===== config.mk =====
export PLATFORM = sky130hd
export DESIGN_NAME = waveform_analyzer
export DESIGN_NICKNAME = d
export VERILOG_FILES = /design/src/rtl/waveform_pkg.sv /design/src/rtl/waveform_analyzer_crossing_detector.sv /design/src/rtl/waveform_analyzer.sv
export SDC_FILE = /design/constraint.sdc
export NUM_CORES = 1
export LEC_CHECK = 0
export ABC_CLOCK_PERIOD_IN_PS = 2800
export CAP_MARGIN = 20
export CORE_ASPECT_RATIO = 2
export CORE_MARGIN = 3
export CORE_UTILIZATION = 50
export DETAILED_ROUTE_END_ITERATION = 10
export HOLD_SLACK_MARGIN = 0.12
export PLACE_DENSITY_LB_ADDON = 0.15
export SYNTH_ARGS = -nofsm -noshare
export SYNTH_HDL_FRONTEND = slang
export SYNTH_SLANG_ARGS = --single-unit

===== constraint.sdc =====
create_clock -name clk -period 2.8 [get_ports clk]
set_input_delay 0.84 -clock clk [delete_from_list [all_inputs] [get_ports clk]]
set_output_delay 0.84 -clock clk [all_outputs]
set_load 0.02 [all_outputs]

===== src/rtl/waveform_pkg.sv =====
// waveform_pkg
// Shared types and helpers for the waveform analyzer.
//   xstate_t  : crossing-detector FSM states (WAIT_LOW, WAIT_HIGH)
//   threshold : hysteresis threshold calculation (MIDLINE +/- HYST)
package waveform_pkg;

    typedef enum logic {
        WAIT_LOW  = 1'b0,
        WAIT_HIGH = 1'b1
    } xstate_t;

    // Upper threshold when upper=1, lower threshold otherwise.
    // Computed in 32-bit arithmetic; callers slice to SAMPLE_W+1 bits.
    function automatic int unsigned threshold(input int unsigned midline,
                                              input int unsigned hyst,
                                              input bit          upper);
        return upper ? (midline + hyst) : (midline - hyst);
    endfunction

endpackage


===== src/rtl/waveform_analyzer_crossing_detector.sv =====
// crossing_detector
// Hysteresis comparator plus two-state FSM that flags rising midline
// crossings. The FSM only advances on accepted samples.
// Ports:
//   clk, rst_n    : clock, asynchronous active-low reset
//   sample_valid  : qualifies sample (no ready; every valid sample is consumed
//                   in the cycle it is presented)
//   sample        : unsigned input sample
//   clear         : forces the FSM back to WAIT_LOW on the current accepted
//                   sample (used when a measurement window times out)
//   crossing      : combinational strobe, high for the accepted sample that
//                   completes a low-then-high excursion
module crossing_detector
    import waveform_pkg::*;
#(
    parameter int unsigned SAMPLE_W = 9,
    parameter int unsigned MIDLINE  = 128,
    parameter int unsigned HYST     = 8
) (
    input  logic                clk,
    input  logic                rst_n,
    input  logic                sample_valid,
    input  logic [SAMPLE_W-1:0] sample,
    input  logic                clear,
    output logic                crossing
);

    localparam int unsigned   HI_I = threshold(MIDLINE, HYST, 1'b1);
    localparam int unsigned   LO_I = threshold(MIDLINE, HYST, 1'b0);
    localparam logic [SAMPLE_W:0] HI = HI_I[SAMPLE_W:0];
    localparam logic [SAMPLE_W:0] LO = LO_I[SAMPLE_W:0];

    xstate_t         state, state_next;
    logic [SAMPLE_W:0] sample_ext;
    logic            is_low;
    logic            is_high;

    // One extra bit so HI = MIDLINE+HYST can never wrap in the compare.
    assign sample_ext = {1'b0, sample};
    assign is_low     = (sample_ext <= LO);
    assign is_high    = (sample_ext >= HI);

    always_ff @(posedge clk or negedge rst_n) begin
        if (!rst_n) begin
            state <= WAIT_LOW;
        end else begin
            state <= state_next;
        end
    end

    always_comb begin
        state_next = state;
        crossing   = 1'b0;
        if (sample_valid) begin
            case (state)
                WAIT_LOW: begin
                    if (is_low) begin
                        state_next = WAIT_HIGH;
                    end
                end
                WAIT_HIGH: begin
                    if (is_high) begin
                        crossing   = 1'b1;
                        state_next = WAIT_LOW;
                    end
                end
                default: state_next = WAIT_LOW;
            endcase
            // A timeout restarts the search from the low side.
            if (clear) begin
                state_next = WAIT_LOW;
            end
        end
    end

endmodule


===== src/rtl/waveform_analyzer.sv =====
// waveform_analyzer
// Measures period (in accepted samples) and per-cycle min/max of an unsigned
// sample stream, using rising midline crossings with hysteresis.
// Ports:
//   clk, rst_n    : clock, asynchronous active-low reset
//   sample_valid  : qualifies sample; one sample accepted per high cycle,
//                   no backpressure
//   sample        : unsigned sample
//   meas_valid    : one-cycle pulse, new period/amp_max/amp_min
//   period        : accepted samples in the last full cycle
//   amp_max       : largest sample in the last full cycle
//   amp_min       : smallest sample in the last full cycle
//   locked        : set by the first measurement, cleared by timeout/reset
//   timeout       : one-cycle pulse, window counter ran out without a crossing
module waveform_analyzer
    import waveform_pkg::*;
#(
    parameter int unsigned SAMPLE_W = 9,
    parameter int unsigned PERIOD_W = 16,
    parameter int unsigned MIDLINE  = 128,
    parameter int unsigned HYST     = 8
) (
    input  logic                clk,
    input  logic                rst_n,
    input  logic                sample_valid,
    input  logic [SAMPLE_W-1:0] sample,
    output logic                meas_valid,
    output logic [PERIOD_W-1:0] period,
    output logic [SAMPLE_W-1:0] amp_max,
    output logic [SAMPLE_W-1:0] amp_min,
    output logic                locked,
    output logic                timeout
);

    // Last count value before period would overflow: 2**PERIOD_W-2.
    localparam logic [PERIOD_W-1:0] CNT_LAST = {{(PERIOD_W-1){1'b1}}, 1'b0};

    logic                crossing;
    logic                first_seen;
    logic [PERIOD_W-1:0] cnt;
    logic [SAMPLE_W-1:0] trk_max;
    logic [SAMPLE_W-1:0] trk_min;
    logic                expire;

    // A non-crossing sample at CNT_LAST ends the window; a crossing at the
    // same count is still a legal measurement of 2**PERIOD_W-1 samples.
    assign expire = sample_valid && !crossing && first_seen && (cnt == CNT_LAST);

    crossing_detector #(
        .SAMPLE_W (SAMPLE_W),
        .MIDLINE  (MIDLINE),
        .HYST     (HYST)
    ) u_det (
        .clk          (clk),
        .rst_n        (rst_n),
        .sample_valid (sample_valid),
        .sample       (sample),
        .clear        (expire),
        .crossing     (crossing)
    );

    always_ff @(posedge clk or negedge rst_n) begin
        if (!rst_n) begin
            first_seen <= 1'b0;
            cnt        <= '0;
            trk_max    <= '0;
            trk_min    <= '0;
            meas_valid <= 1'b0;
            timeout    <= 1'b0;
            locked     <= 1'b0;
            period     <= '0;
            amp_max    <= '0;
            amp_min    <= '0;
        end else begin
            meas_valid <= 1'b0;
            timeout    <= 1'b0;
            if (sample_valid) begin
                if (crossing) begin
                    // The opening crossing only starts a window; every later
                    // crossing closes one and reports it.
                    if (first_seen) begin
                        period     <= cnt + 1'b1;
                        amp_max    <= trk_max;
                        amp_min    <= trk_min;
                        meas_valid <= 1'b1;
                        locked     <= 1'b1;
                    end
                    first_seen <= 1'b1;
                    cnt        <= '0;
                    trk_max    <= sample;
                    trk_min    <= sample;
                end else if (first_seen) begin
                    if (expire) begin
                        timeout    <= 1'b1;
                        locked     <= 1'b0;
                        first_seen <= 1'b0;
                        cnt        <= '0;
                    end else begin
                        cnt <= cnt + 1'b1;
                        if (sample > trk_max) begin
                            trk_max <= sample;
                        end
                        if (sample < trk_min) begin
                            trk_min <= sample;
                        end
                    end
                end
            end
        end
    end

endmodule


==> out/results.ini <==
[synthesis]
synth_area_um2=3780
synth_edf_count=0
synthTopCellsByCount=dfrtp_1, nand2_1, o21ai_0
ys_seq_area_share_pct=48.3
synth-seq-cells=73
syn_area_per_cell_um2=10.1
yosysWarnings=0
yosysMostFrequentCell=dfrtp_1
synth_nets=404
ys_types=49
synth_ff_type=dfrtp_1
yosysTopAreaCellShare_pct=48.3
yosys.area.top_type=dfrtp_1
synthArstFlopShare_pct=100
synth.area.top_cells=dfrtp_1, ha_1, nand2_1
synthCells=373

[detailed_routing]
drt_iter0_drc=179
antenna_left=0
dr.pass1.iters=4
wl_per_cell_um=17.5
wirelength_um=9400
drc=0
vias=3075
vias_per_cell=5.73

[cts]
cts_root_buffer=clkbuf_16
insertion_delay_ns=0.33
ctsHoldBuffers=0
cts_made_buffers=9
cts_resized=0
cts.sinks=73
clkTransAtPathRegs_ns=0.05
cts_buffer_depth=2
post_cts_buffers=0
cts_tree=built
cts_max_level=3

[critical_path]
path_common_cell=o211ai_1
worstPathRequired_ns=3.01
r2r_slack_ns=0.66
cp.arrival_ns=2.88
startpoint_type=input pin
max_stage_delay_ns=0.51
crit_type=input pin to register
cp_slowest_cell=clkdlybuf4s50_1
cp-end-kind=register
path_cells=clkdlybuf4s50_1 -> ha_1 -> and4_1 -> o211ai_1 -> o211ai_1 -> a31oi_4 -> buf_12 -> mux2_4
crit_path_max_fanout=9

[global_routing]
grt_pass1_vias=3148
grt_max_degree=74
grt_first_pass_wirelength_um=15400
grt_usage_pct=24.0
overflow=0
antenna_found_initial=0

[pwr]
clkPwrFrac_pct=23.7
p_seq_share_pct=35.5
intPower_mw=2.89
ir_drop_mv=0.435
cellLeakagePower_nw=2.18
power_frac_comb_pct=40.8
p_sw_share_pct=34.8
p_sw_mw=1.54
p_per_area_nw_per_um2=918

[timing]
fin_crit_ns=2.67
tightest_slew_ns=0.417
setup_viol=0
skew_ns=0.00489
timing.hold.ws_ns=0.475
slew_headroom_pct=72.2
hold_violations=0
period_share_pct=95.4
maxClockFrequency_ghz=0.374
setup-tns-final_ns=0
grt_setup_unrepaired=no
drv_slew=0

[floorplanning]
die_w_um=67.5
rows=44
ios=49
die_h_um=129
dieArea_um2=8700
start_util_pct=51.6
core_um2=7320

[place]
portBuffers=48
dp.cells=524
hpwl_um=6850
globalplace.congestion=0.857
placed_area_um2=4560

[final_layout]
drive_above_1_share_pct=14.8
instances_no_fill=537
fillers=580
area_growth_pct=27.7
antennaDiodeCount=0
nNetsFinal=474
final_cell_area_um2=4830

[min_path]
hold_path.class=register to register

[outcome]
run_status=complete, no violations

[job]
maxCapViolations=0

final cells by class:
type | instances | area, µm² | area share [%]
Inverter | 23 | 86.3 | 1.79
Tap cell | 92 | 115 | 2.38
Timing Repair Buffer | 79 | 771 | 16.0
Sequential cell | 73 | 1830 | 37.8
Multi-Input combinational cell | 257 | 1760 | 36.5
Clock buffer | 13 | 270 | 5.60
cell usage in the layout (no fill, tap or decap), types with 5 or more instances in the layout:
master and instances:
dfrtp_1 73, nand2_1 55, clkdlybuf4s50_1 47, o21ai_0 38
buf_4 26, inv_1 23, a31oi_1 19, ha_1 19
nand3_1 17, clkbuf_16 9, mux2_4 8, xnor2_1 8
o2111ai_1 8, o311ai_1 7, and4_1 6, and3_1 6
nor2_1 6, xor2_1 6, o21ai_1 6, nand4_1 5
buf_12 5
metal layers:
layer  up-vias  global-route usage (%)  wire (µm)
met1      1504                    26.0       3490
met3        13                    5.76        305
met5         -                       0          0
li1       1487                       -          -
met2        71                    43.3       5380
met4         0                    9.33        229
sequential cells by signal (all words and copies together) (netlist names):
name / count
locked: 1
meas_valid: 1
cnt: 16
u_det.state: 1
amp_max: 9
period: 16
timeout: 1
amp_min: 9
first_seen: 1
trk_min: 9
trk_max: 9
critical path, delay by kind of cell:
family / cells / cell delay, ns
multiplexers: 1 / 0.30
AND/OR/NAND/NOR: 1 / 0.24
AO/OA/AOI/OAI: 3 / 0.44
adder cells (fa/ha/maj): 1 / 0.38
buffers and inverters: 2 / 0.67
final timing paths:
check | startpoint | cells after the start | to
setup / recovery | sample[8] | 8 | trk_max[7]
hold / removal | amp_min[2] | 2 | amp_min[2]
setup reg to reg | cnt[6] | 5 | trk_min[1]
hold reg to reg | amp_min[2] | 2 | amp_min[2]
max in group asynchronous | rst_n | 2 | amp_max[1]
min in group asynchronous | rst_n | 2 | amp_min[5]
cell families (layout without fill, tap and decap cells):
kind of cell | count (synthesis) | in the layout | share of synthesized area [%]
AOI/OAI and AO/OA | 106 | 106 | 19.0
xor gates and xnor gates | 14 | 14 | 3.24
adders and majority gates | 19 | 19 | 6.29
buffers and inverters | 43 | 115 | 5.20
DFF | 73 | 73 | 48.3
muxes | 11 | 11 | 4.04
and+or+nand+nor | 107 | 107 | 14.0
metrics by stage:
| stage | util (%) | power [mW] | setup WS, ns |
|---|---|---|---|
| finish | 66.0 | 4.43 | 0.129 |
| global route | 66.0 | 4.73 | 0.0614 |
| CTS | 66.0 | 4.48 | 0.125 |
| detailed placement | 62.3 | 3.40 | -0.211 |
| global placement | 62.3 | 3.35 | -0.197 |
| floorplan | - | 2.63 | 0.375 |
power by group through the flow:
stage / sequential [mW] / combinational (mW) / clock (mW)
CTS: 1.57 / 1.83 / 1.08
global route: 1.62 / 1.98 / 1.12
floorplan: 1.71 / 0.921 / 0
global placement: 1.58 / 1.77 / 0
finish: 1.57 / 1.81 / 1.05
detailed placement: 1.59 / 1.81 / 0
No activity file was read; power rests on OpenSTA's default activity.
